### config.mk
export PLATFORM = sky130hd
export DESIGN_NAME = mem_stage
export DESIGN_NICKNAME = d
export VERILOG_FILES = /design/src/rtl/mem_stage_pkg.sv /design/src/rtl/mem_align.sv /design/src/rtl/mem_stage.sv
export SDC_FILE = /design/constraint.sdc
export NUM_CORES = 1
export LEC_CHECK = 0
export CAP_MARGIN = 20
export CORE_ASPECT_RATIO = 0.8
export CORE_MARGIN = 5
export CORE_UTILIZATION = 40
export DETAILED_ROUTE_END_ITERATION = 8
export HOLD_SLACK_MARGIN = 0.05
export PLACE_DENSITY = 0.81
export SYNTH_ARGS = -nofsm -noshare
export SYNTH_HDL_FRONTEND = slang
export SYNTH_SLANG_ARGS = --single-unit
### constraint.sdc
create_clock -name clk -period 3.25 [get_ports clk]
set_input_delay 0.325 -clock clk [delete_from_list [all_inputs] [get_ports clk]]
set_output_delay 0.325 -clock clk [all_outputs]
set_load 0.03 [all_outputs]
### src/rtl/mem_stage_pkg.sv
// Shared widths, memory-op encodings, FSM state codes and the captured-instruction
// control bundle used by the MEM stage and its alignment helper.
package mem_stage_pkg;

    localparam int unsigned WORD_WIDTH      = 32;
    localparam int unsigned MEM_OP_W        = 3;
    localparam int unsigned REG_ADDR_W      = 5;
    localparam int unsigned REG_W_SRC_WIDTH = 2;
    localparam int unsigned REG_W_DST_WIDTH = 2;

    // Access size in bits 1:0, bit 2 selects zero-extension on loads.
    localparam logic [MEM_OP_W-1:0] MEM_OP_B  = 3'b000;
    localparam logic [MEM_OP_W-1:0] MEM_OP_H  = 3'b001;
    localparam logic [MEM_OP_W-1:0] MEM_OP_W_ = 3'b010;
    localparam logic [MEM_OP_W-1:0] MEM_OP_BU = 3'b100;
    localparam logic [MEM_OP_W-1:0] MEM_OP_HU = 3'b101;

    localparam logic [0:0] ST_IDLE = 1'b0;
    localparam logic [0:0] ST_BUSY = 1'b1;

    // Control fields that travel with an instruction from EX/MEM to MEM/WB.
    typedef struct packed {
        logic                       reg_write;
        logic                       mem_read;
        logic [MEM_OP_W-1:0]        mem_op;
        logic [REG_ADDR_W-1:0]      rd;
        logic [REG_ADDR_W-1:0]      rt;
        logic [REG_W_SRC_WIDTH-1:0] reg_write_src;
        logic [REG_W_DST_WIDTH-1:0] reg_write_dst;
    } ctrl_t;

    function automatic logic [1:0] op_size(input logic [MEM_OP_W-1:0] op);
        return op[1:0];
    endfunction

endpackage

### src/rtl/mem_align.sv
// Combinational lane logic for the MEM stage.
//   op_i          access size/sign code
//   addr_lo_i     low two address bits (byte lane)
//   is_write_i    store access (reads always enable all four lanes)
//   store_data_i  register data to store; wdata_o is it replicated across lanes
//   rdata_i       word-aligned read data; load_data_o is the extended lane
//   misaligned_o  halfword on odd address or word on non-multiple-of-4 address
//   be_o          byte enables, lane 0 = bits 7:0
module mem_align
    import mem_stage_pkg::*;
#(
    parameter int unsigned W = WORD_WIDTH
) (
    input  logic [MEM_OP_W-1:0] op_i,
    input  logic [1:0]          addr_lo_i,
    input  logic                is_write_i,
    input  logic [W-1:0]        store_data_i,
    input  logic [W-1:0]        rdata_i,
    output logic                misaligned_o,
    output logic [3:0]          be_o,
    output logic [W-1:0]        wdata_o,
    output logic [W-1:0]        load_data_o
);

    logic [4:0]  byte_shift;
    logic [7:0]  byte_sel;
    logic [15:0] half_sel;

    always_comb begin
        byte_shift   = {addr_lo_i, 3'b000};
        byte_sel     = rdata_i[byte_shift +: 8];
        half_sel     = addr_lo_i[1] ? rdata_i[31:16] : rdata_i[15:0];
        misaligned_o = 1'b0;
        be_o         = 4'b1111;
        wdata_o      = store_data_i;
        load_data_o  = rdata_i;

        case (op_size(op_i))
            2'b00: begin
                if (is_write_i) begin
                    be_o = 4'b0001 << addr_lo_i;
                end
                wdata_o     = {(W/8){store_data_i[7:0]}};
                load_data_o = op_i[2] ? {{(W-8){1'b0}}, byte_sel}
                                      : {{(W-8){byte_sel[7]}}, byte_sel};
            end
            2'b01: begin
                misaligned_o = addr_lo_i[0];
                if (is_write_i) begin
                    be_o = addr_lo_i[1] ? 4'b1100 : 4'b0011;
                end
                wdata_o     = {(W/16){store_data_i[15:0]}};
                load_data_o = op_i[2] ? {{(W-16){1'b0}}, half_sel}
                                      : {{(W-16){half_sel[15]}}, half_sel};
            end
            // Word, and any unassigned size code, is handled as a full word.
            default: begin
                misaligned_o = |addr_lo_i;
            end
        endcase
    end

endmodule

### src/rtl/mem_stage.sv
// MEM pipeline stage: issues one data-memory access per load/store and waits for
// the ack, holding the pipeline via stall meanwhile; produces registered MEM/WB.
//   clk, rst                synchronous active-low reset
//   valid_in, reg_write, mem_read, mem_write, mem_op, alu_result, store_data, pc,
//   rd, rt, reg_write_src, reg_write_dst     EX/MEM instruction (taken in IDLE only)
//   stall                   high while an access is outstanding
//   dmem_*                  registered request, stable until and including ack
//   wb_*, addr_err          registered MEM/WB outputs
module mem_stage
    import mem_stage_pkg::*;
#(
    parameter int unsigned W = WORD_WIDTH
) (
    input  logic                       clk,
    input  logic                       rst,
    input  logic                       valid_in,
    input  logic                       reg_write,
    input  logic                       mem_read,
    input  logic                       mem_write,
    input  logic [MEM_OP_W-1:0]        mem_op,
    input  logic [W-1:0]               alu_result,
    input  logic [W-1:0]               store_data,
    input  logic [W-1:0]               pc,
    input  logic [REG_ADDR_W-1:0]      rd,
    input  logic [REG_ADDR_W-1:0]      rt,
    input  logic [REG_W_SRC_WIDTH-1:0] reg_write_src,
    input  logic [REG_W_DST_WIDTH-1:0] reg_write_dst,
    output logic                       stall,
    output logic                       dmem_req,
    output logic                       dmem_we,
    output logic [W-1:0]               dmem_addr,
    output logic [3:0]                 dmem_be,
    output logic [W-1:0]               dmem_wdata,
    input  logic                       dmem_ack,
    input  logic [W-1:0]               dmem_rdata,
    output logic                       wb_valid,
    output logic                       wb_reg_write,
    output logic                       addr_err,
    output logic [W-1:0]               wb_alu_result,
    output logic [W-1:0]               wb_mem_data,
    output logic [W-1:0]               wb_pc,
    output logic [REG_ADDR_W-1:0]      wb_rd,
    output logic [REG_ADDR_W-1:0]      wb_rt,
    output logic [REG_W_SRC_WIDTH-1:0] wb_reg_write_src,
    output logic [REG_W_DST_WIDTH-1:0] wb_reg_write_dst
);

    logic [0:0] state_q, state_d;

    ctrl_t      in_ctrl;
    ctrl_t      cap_ctrl_q, cap_ctrl_d;
    logic [W-1:0] cap_alu_q, cap_alu_d;
    logic [W-1:0] cap_pc_q, cap_pc_d;

    logic         req_q, req_d;
    logic         we_q, we_d;
    logic [W-1:0] addr_q, addr_d;
    logic [3:0]   be_q, be_d;
    logic [W-1:0] wdata_q, wdata_d;

    logic         wb_valid_q, wb_valid_d;
    logic         wb_err_q, wb_err_d;
    ctrl_t        wb_ctrl_q, wb_ctrl_d;
    logic [W-1:0] wb_alu_q, wb_alu_d;
    logic [W-1:0] wb_mem_q, wb_mem_d;
    logic [W-1:0] wb_pc_q, wb_pc_d;

    logic                is_wr;
    logic                is_mem;
    logic [MEM_OP_W-1:0] al_op;
    logic [1:0]          al_addr;
    logic                al_we;
    logic                al_misaligned;
    logic [3:0]          al_be;
    logic [W-1:0]        al_wdata;
    logic [W-1:0]        al_load;

    // A store that also claims to be a load is treated as a store only.
    assign is_wr  = mem_write;
    assign is_mem = mem_read | mem_write;
    assign stall  = (state_q == ST_BUSY);

    always_comb begin
        in_ctrl               = '0;
        in_ctrl.reg_write     = reg_write;
        in_ctrl.mem_read      = mem_read & ~mem_write;
        in_ctrl.mem_op        = mem_op;
        in_ctrl.rd            = rd;
        in_ctrl.rt            = rt;
        in_ctrl.reg_write_src = reg_write_src;
        in_ctrl.reg_write_dst = reg_write_dst;
    end

    // One aligner serves both phases: the incoming instruction in IDLE (store lanes,
    // misalignment) and the captured one in BUSY (load extension).
    assign al_op   = stall ? cap_ctrl_q.mem_op : mem_op;
    assign al_addr = stall ? cap_alu_q[1:0] : alu_result[1:0];
    assign al_we   = stall ? 1'b0 : is_wr;

    mem_align #(
        .W (W)
    ) u_mem_align (
        .op_i         (al_op),
        .addr_lo_i    (al_addr),
        .is_write_i   (al_we),
        .store_data_i (store_data),
        .rdata_i      (dmem_rdata),
        .misaligned_o (al_misaligned),
        .be_o         (al_be),
        .wdata_o      (al_wdata),
        .load_data_o  (al_load)
    );

    always_comb begin
        state_d    = state_q;
        cap_ctrl_d = cap_ctrl_q;
        cap_alu_d  = cap_alu_q;
        cap_pc_d   = cap_pc_q;
        req_d      = req_q;
        we_d       = we_q;
        addr_d     = addr_q;
        be_d       = be_q;
        wdata_d    = wdata_q;
        // Bubble by default; payload fields hold their last value.
        wb_valid_d          = 1'b0;
        wb_err_d            = 1'b0;
        wb_ctrl_d           = wb_ctrl_q;
        wb_ctrl_d.reg_write = 1'b0;
        wb_alu_d            = wb_alu_q;
        wb_mem_d            = wb_mem_q;
        wb_pc_d             = wb_pc_q;

        case (state_q)
            ST_IDLE: begin
                if (valid_in) begin
                    if (!is_mem || al_misaligned) begin
                        wb_valid_d = 1'b1;
                        wb_ctrl_d  = in_ctrl;
                        wb_alu_d   = alu_result;
                        wb_mem_d   = '0;
                        wb_pc_d    = pc;
                        if (is_mem) begin
                            wb_err_d            = 1'b1;
                            wb_ctrl_d.reg_write = 1'b0;
                        end
                    end else begin
                        state_d    = ST_BUSY;
                        cap_ctrl_d = in_ctrl;
                        cap_alu_d  = alu_result;
                        cap_pc_d   = pc;
                        req_d      = 1'b1;
                        we_d       = is_wr;
                        addr_d     = {alu_result[W-1:2], 2'b00};
                        be_d       = al_be;
                        wdata_d    = al_wdata;
                    end
                end
            end
            ST_BUSY: begin
                if (dmem_ack) begin
                    state_d    = ST_IDLE;
                    req_d      = 1'b0;
                    we_d       = 1'b0;
                    wb_valid_d = 1'b1;
                    wb_ctrl_d  = cap_ctrl_q;
                    wb_alu_d   = cap_alu_q;
                    wb_mem_d   = cap_ctrl_q.mem_read ? al_load : '0;
                    wb_pc_d    = cap_pc_q;
                end
            end
            default: begin
                state_d = ST_IDLE;
                req_d   = 1'b0;
                we_d    = 1'b0;
            end
        endcase
    end

    always_ff @(posedge clk) begin
        if (!rst) begin
            state_q    <= ST_IDLE;
            cap_ctrl_q <= '0;
            cap_alu_q  <= '0;
            cap_pc_q   <= '0;
            req_q      <= 1'b0;
            we_q       <= 1'b0;
            addr_q     <= '0;
            be_q       <= '0;
            wdata_q    <= '0;
            wb_valid_q <= 1'b0;
            wb_err_q   <= 1'b0;
            wb_ctrl_q  <= '0;
            wb_alu_q   <= '0;
            wb_mem_q   <= '0;
            wb_pc_q    <= '0;
        end else begin
            state_q    <= state_d;
            cap_ctrl_q <= cap_ctrl_d;
            cap_alu_q  <= cap_alu_d;
            cap_pc_q   <= cap_pc_d;
            req_q      <= req_d;
            we_q       <= we_d;
            addr_q     <= addr_d;
            be_q       <= be_d;
            wdata_q    <= wdata_d;
            wb_valid_q <= wb_valid_d;
            wb_err_q   <= wb_err_d;
            wb_ctrl_q  <= wb_ctrl_d;
            wb_alu_q   <= wb_alu_d;
            wb_mem_q   <= wb_mem_d;
            wb_pc_q    <= wb_pc_d;
        end
    end

    assign dmem_req         = req_q;
    assign dmem_we          = we_q;
    assign dmem_addr        = addr_q;
    assign dmem_be          = be_q;
    assign dmem_wdata       = wdata_q;
    assign wb_valid         = wb_valid_q;
    assign wb_reg_write     = wb_ctrl_q.reg_write;
    assign addr_err         = wb_err_q;
    assign wb_alu_result    = wb_alu_q;
    assign wb_mem_data      = wb_mem_q;
    assign wb_pc            = wb_pc_q;
    assign wb_rd            = wb_ctrl_q.rd;
    assign wb_rt            = wb_ctrl_q.rt;
    assign wb_reg_write_src = wb_ctrl_q.reg_write_src;
    assign wb_reg_write_dst = wb_ctrl_q.reg_write_dst;

endmodule

* Yosys cells after proc, flatten, opt, wreduce, memory -nomap -nowiden
Index checks and enable logic that the tools add are counted.
** Storage, ports and cells
- Logic and storage cells :: 94
- Bits of input ports :: 152
- Output and inout bits :: 184
- Flip-flop bits (word level) :: 265
** Cells by class
- Bitwise logic cells :: 7
- Equal/unequal tests :: 5
- Muxes and demuxes :: 47
- Reductions and logical operators :: 8
- Shift operators :: 2
** Operators with widths (number)
- 32-bit 2-to-1 mux :: 12
- 32-bit one-hot mux with 2 select lines :: 5
- 19-bit 2-to-1 mux :: 3
- 19-bit one-hot mux with 2 select lines :: 1
- 32-bit by 6-bit variable part select with 8-bit output :: 1
- 16-bit 2-to-1 mux :: 1
- 1-bit 2-to-1 mux :: 14
- 4-bit 2-to-1 mux :: 3
- 1-bit one-hot mux with 2 select lines :: 5
- 3-bit AND reduction :: 3
- 2-bit inequality test, second input constant :: 4
- 4-bit one-hot mux with 2 select lines :: 1
- 1-bit inverter :: 5
- 4-bit OR reduction :: 1
- 1-bit by 2-bit left shift with 4-bit output, first input constant :: 1
- 3-bit 2-to-1 mux :: 1
- 2-bit by 1-bit equality test with 1-bit output, second input constant :: 1
- 2-bit logical NOT :: 1
- 2-bit 2-to-1 mux :: 1
- 2-bit OR reduction :: 1
- 1-bit bitwise AND :: 1
- 1-bit logical NOT :: 1
- 1-bit logical OR :: 1
- 1-bit OR :: 1

* Depth between registers and ports, before layout
- Word-level depth :: 7
- Depth in mapped cells :: 9
- Gate-level depth less buffers :: 5

* Cells and area by module
Synthesis repeated with hierarchy kept, for this count alone.
** Unflattened totals
- Cell total of the unflattened synthesis :: 1233
- Area total of the unflattened synthesis :: 10832.9 um^2
** By module, submodules not included
- mem_stage :: cells each 1055, instances 1, area each 9620.5 um^2
- mem_align :: cells each 178, instances 1, area each 1212.4 um^2

* Worst setup path after synthesis
OpenSTA, ideal clock, no wires.
- Kind :: register -> register
- Start point :: reg state_q (netlist: stall)
- End point :: reg wb_mem_q[21] (netlist: wb_mem_data[21])
- Setup time :: 0.122 ns
- Cell stages (with the launch flop) :: 7
- Arrival :: 1.920 ns
- Setup slack :: 1.208 ns
- Clock period less this slack :: 2.042 ns
- Cells stage by stage :: dfxtp_1 mux2i_1 mux2i_1 o22ai_2 o21ai_2 buf_2 o21ai_0
** On the way
- Cells in the longest elaborated chain, start to end :: 7
- Elaborated cells on any way between the ends :: 20
- Classes of those cells :: 4 x eq/ne; 1 x shift; 10 x mux; 1 x bitwise; 4 x reduce/logical
** Ends and longest elaborated chain
- start, declared :: line mem_stage.sv:48 : logic [0:0] state_q, state_d;
- start signal, assigned :: line mem_stage.sv:197 : state_q <= state_d;
- 2-bit 2-to-1 mux :: line mem_stage.sv:97 : assign al_addr = stall ? cap_alu_q[1:0] : alu_result[1:0];
- 32-bit by 6-bit variable part select with 8-bit output or 16-bit 2-to-1 mux (tied branches) :: line mem_align.sv:31, mem_align.sv:32
- 32-bit 2-to-1 mux (on tied branches) :: line mem_align.sv:44, mem_align.sv:53
- 32-bit one-hot mux with 2 select lines :: line mem_align.sv:38 : case (op_size(op_i))
- 32-bit 2-to-1 mux :: line mem_stage.sv:167 : wb_mem_d = cap_ctrl_q.mem_read ? al_load : '0;
- 32-bit 2-to-1 mux :: line mem_stage.sv:160 : if (dmem_ack) begin
- 32-bit one-hot mux with 2 select lines :: line mem_stage.sv:133 : case (state_q)
- end signal, assigned :: line mem_stage.sv:210 : wb_mem_q <= wb_mem_d;
- end, declared :: line mem_stage.sv:65 : logic [W-1:0] wb_mem_q, wb_mem_d;
Several ways; a longest one is shown, not always the timed one. The select of a mux whose other input is x is not followed.
A chain may end at the register's enable or synchronous reset.

* Worst setup path in the final report
- Start point :: reg state_q (netlist: stall)
- End point :: reg wb_mem_q[28] (netlist: wb_mem_data[28])
Same word-level chain as after synthesis.

==> results.toml <==
[timing]
final_hold_viol_count = 0
finalSetupViolations = 0
relSlewSlack_pct = 32.93
min_period_over_period_pct = 80.57
setup_tns_ps = 0
skew_ps = 13.35
clock.fmax_mhz = 381.9
slew_viol_final = 0
worst_slew_pin_slew_ps = 1006
fin_crit_ps = 2619
rsz0062_at_grt = "no"

[worst_setup_path]
reg2reg_to = "wb_mem_data[28]"
worstPathArrival_ps = 3030
cp-start-kind = "register"
cp_top_family = "simple AND/OR/NAND/NOR gates"
worstPathCellList = "buf_4 > and3_1 > and2_1 > o21ai_2 > o21ai_0"
startpoint = "stall"
critPathMaxStageDelay_ps = 560
crit_end = "wb_mem_data[28]"
crit_path_top_delay_cell = "buf_4"
critPathRequiredTime_ps = 3660
critPathBufInv = 1
ff2ff_path_depth = 5
crit_type = "reg2reg"
r2r_setup_slack_ps = 630
worstReg2RegStart = "stall"
endpoint_kind = "register"
path_depth = 5
critPathMaxFanout = 34

[floorplanning]
die_area_sq_um = 29320
ios = 336
start_util_pct = 40.85
die-height_microns = 154.2
die_w_microns = 190.2
placementRows = 52
core_sq_um = 25440

[pwr]
peakVddDrop_mv = 0.3185
power_density_nw_per_um2 = 534.7
cellLeakagePower_nw = 6.117

[clock_network]
cts_tree = "built"
clk_pin_slew_ps = 60
cts_setup_buffers = 0
hold_buffers = 0
clock-root-buffer = "clkbuf_16"
clk-insertion-delay-late_ps = 510
clock_sinks = 235
cts_buffers = 25
htree_levels = 1
cts_resized = 0
clockBufferDepth = 3

[global_route]
grt_pass1_vias = 9309
grt_max_degree = 106
overflow = 0
antenna_found_initial = 2
grt_pass1_wl_mm = 51.85
grt_use_total_pct = 21.60

[yosys]
synth-async-reset-ratio_pct = 0
syn_area_per_cell_sq_um = 8.982
netlist_area_sq_um = 10390
synthCells = 1157
synth-seq-area-share_pct = 45.27
ys_ff_latch = 235
synth_flop_cell = "dfxtp_1"
synth-edff-count = 0
synth.yosys.warnings = 0
ys_types = 46

[routing]
drtPass1Iterations = 5
vias = 9476
wirelength_mm = 33.73
wl_per_cell_microns = 18.93
viasPerCell = 5.318
drt.antenna.violating_nets = 0
route.detailed.drc = 0
first_iter_violations = 607

[cells_and_area]
drive_gt1_share_pct = 6.014
mostFrequentLayoutCell = "clkdlybuf4s50_1"
stdcell_area_sq_um = 14550
area_delta_synth_final_pct = 40.03
most-common-layout-cells = "clkdlybuf4s50_1 (332), nand2_1 (292), dfxtp_1 (234), o211a_1 (91), o21ai_0 (90)"
nets = 1566

[place]
portBuffers = 333
hpwlAfterDp_mm = 23.80
gp_congestion = 0.8955
dpl-instance-area_sq_um = 13700

[hold_path]
holdCritPathClass = "in2reg"

[outcome]
status = "finished, final reports clean"

[run]
cap_violations = 0
-- registers in the layout, summed over array words and instances (netlist names), 2 cells and up --
signal and flops:
cap_alu_q 31, cap_ctrl_q 19, cap_pc_q 32, dmem_be 4, dmem_wdata 32, wb_alu_result 32, wb_mem_data 32, wb_pc 32
wb_rd 5, wb_reg_write_dst 2, wb_reg_write_src 2, wb_rt 5
-- per-layer routing --
metal  track usage [%]  vias to the layer above  wire length, microns
li1                  -                     4534                     -
met5                 0                        -                    13
met4             6.051                        2                  1019
met1             27.86                     4506                 14110
met2             35.53                      362                 15590
met3             6.264                       72                  2991
-- report_power, final --
group	internal (mW)	total [mW]	switching, mW
logic	0.721	1.65	0.926
registers	3.08	3.21	0.127
clock network	1.78	2.93	1.15
-- area by class of cell --
class / instances / area, sq um
Fill cell: 2149 / 10890
Antenna cell: 1 / 2.502
Sequential cell: 235 / 4708
Multi-Input combinational cell: 794 / 4964
Timing Repair Buffer: 358 / 3593
Clock buffer: 33 / 715.7
Tap cell: 351 / 439.2
Clock inverter: 10 / 130.1
-- cells by family after synthesis --
| group | Yosys count | synth area share [%] |
|---|---|---|
| buf+inv | 129 | 7.308 |
| compound gates | 337 | 24.93 |
| other cells | 1 | 0.03608 |
| flops | 235 | 45.27 |
| mux | 79 | 7.645 |
| simple gates | 376 | 14.81 |
-- cell usage after synthesis (2+ instances only) --
| library cell | n | area [sq um] |
|---|---|---|
| nand2_1 | 292 | 1096 |
| dfxtp_1 | 235 | 4705 |
| o211a_1 | 91 | 910.9 |
| o21ai_0 | 90 | 450.4 |
| mux2i_1 | 76 | 760.7 |
| a21boi_0 | 60 | 450.4 |
| clkbuf_1 | 48 | 180.2 |
| buf_4 | 42 | 315.3 |
| a21boi_1 | 33 | 247.7 |
| nand3_1 | 29 | 145.1 |
| nor2_1 | 26 | 97.59 |
| a22oi_1 | 22 | 165.2 |
| buf_2 | 22 | 110.1 |
| o221ai_1 | 14 | 122.6 |
| buf_6 | 12 | 135.1 |
| a2bb2oi_1 | 7 | 61.31 |
| and2_1 | 5 | 31.28 |
| buf_1 | 5 | 18.77 |
| o211ai_1 | 5 | 37.54 |
| nand2b_1 | 4 | 25.02 |
| a21oi_1 | 3 | 15.01 |
| mux2_2 | 3 | 33.78 |
| nor3b_1 | 3 | 22.52 |
| a31oi_1 | 2 | 12.51 |
| a32oi_1 | 2 | 17.52 |
| nand3b_1 | 2 | 15.01 |
| nand4_1 | 2 | 12.51 |
| nor2b_1 | 2 | 12.51 |
| nor3_1 | 2 | 10.01 |
| or2_2 | 2 | 12.51 |
-- worst min-delay path by stage --
stage	slack [ps]	from	endpoint	cells after the start
6_report	220	rst	dmem_be[3]	2
5_1_grt	210	rst	dmem_be[3]	2
4_1_cts	190	rst	dmem_be[3]	2
3_5_place_dp	430	wb_mem_data[8]	wb_mem_data[8]	2
2_1_floorplan	440	cap_ctrl_q[0]	cap_ctrl_q[0]	2
3_3_place_gp	420	wb_rd[1]	wb_rd[1]	2
-- per-stage QoR --
stage	util, %	total power [mW]	instances	hold slack (ps)	worst slack, ps
6_report	57.21	7.782	1782	220.1	631.4
5_1_grt	57.21	8.096	1782	212.5	427.5
4_1_cts	57.20	7.851	1781	194.0	618.9
3_5_place_dp	53.87	4.913	1738	429.9	462.3
3_3_place_gp	53.87	4.882	1738	423.5	601.5
2_1_floorplan	-	4.202	1158	435.5	1208
No activity file was read; power rests on OpenSTA's default activity.
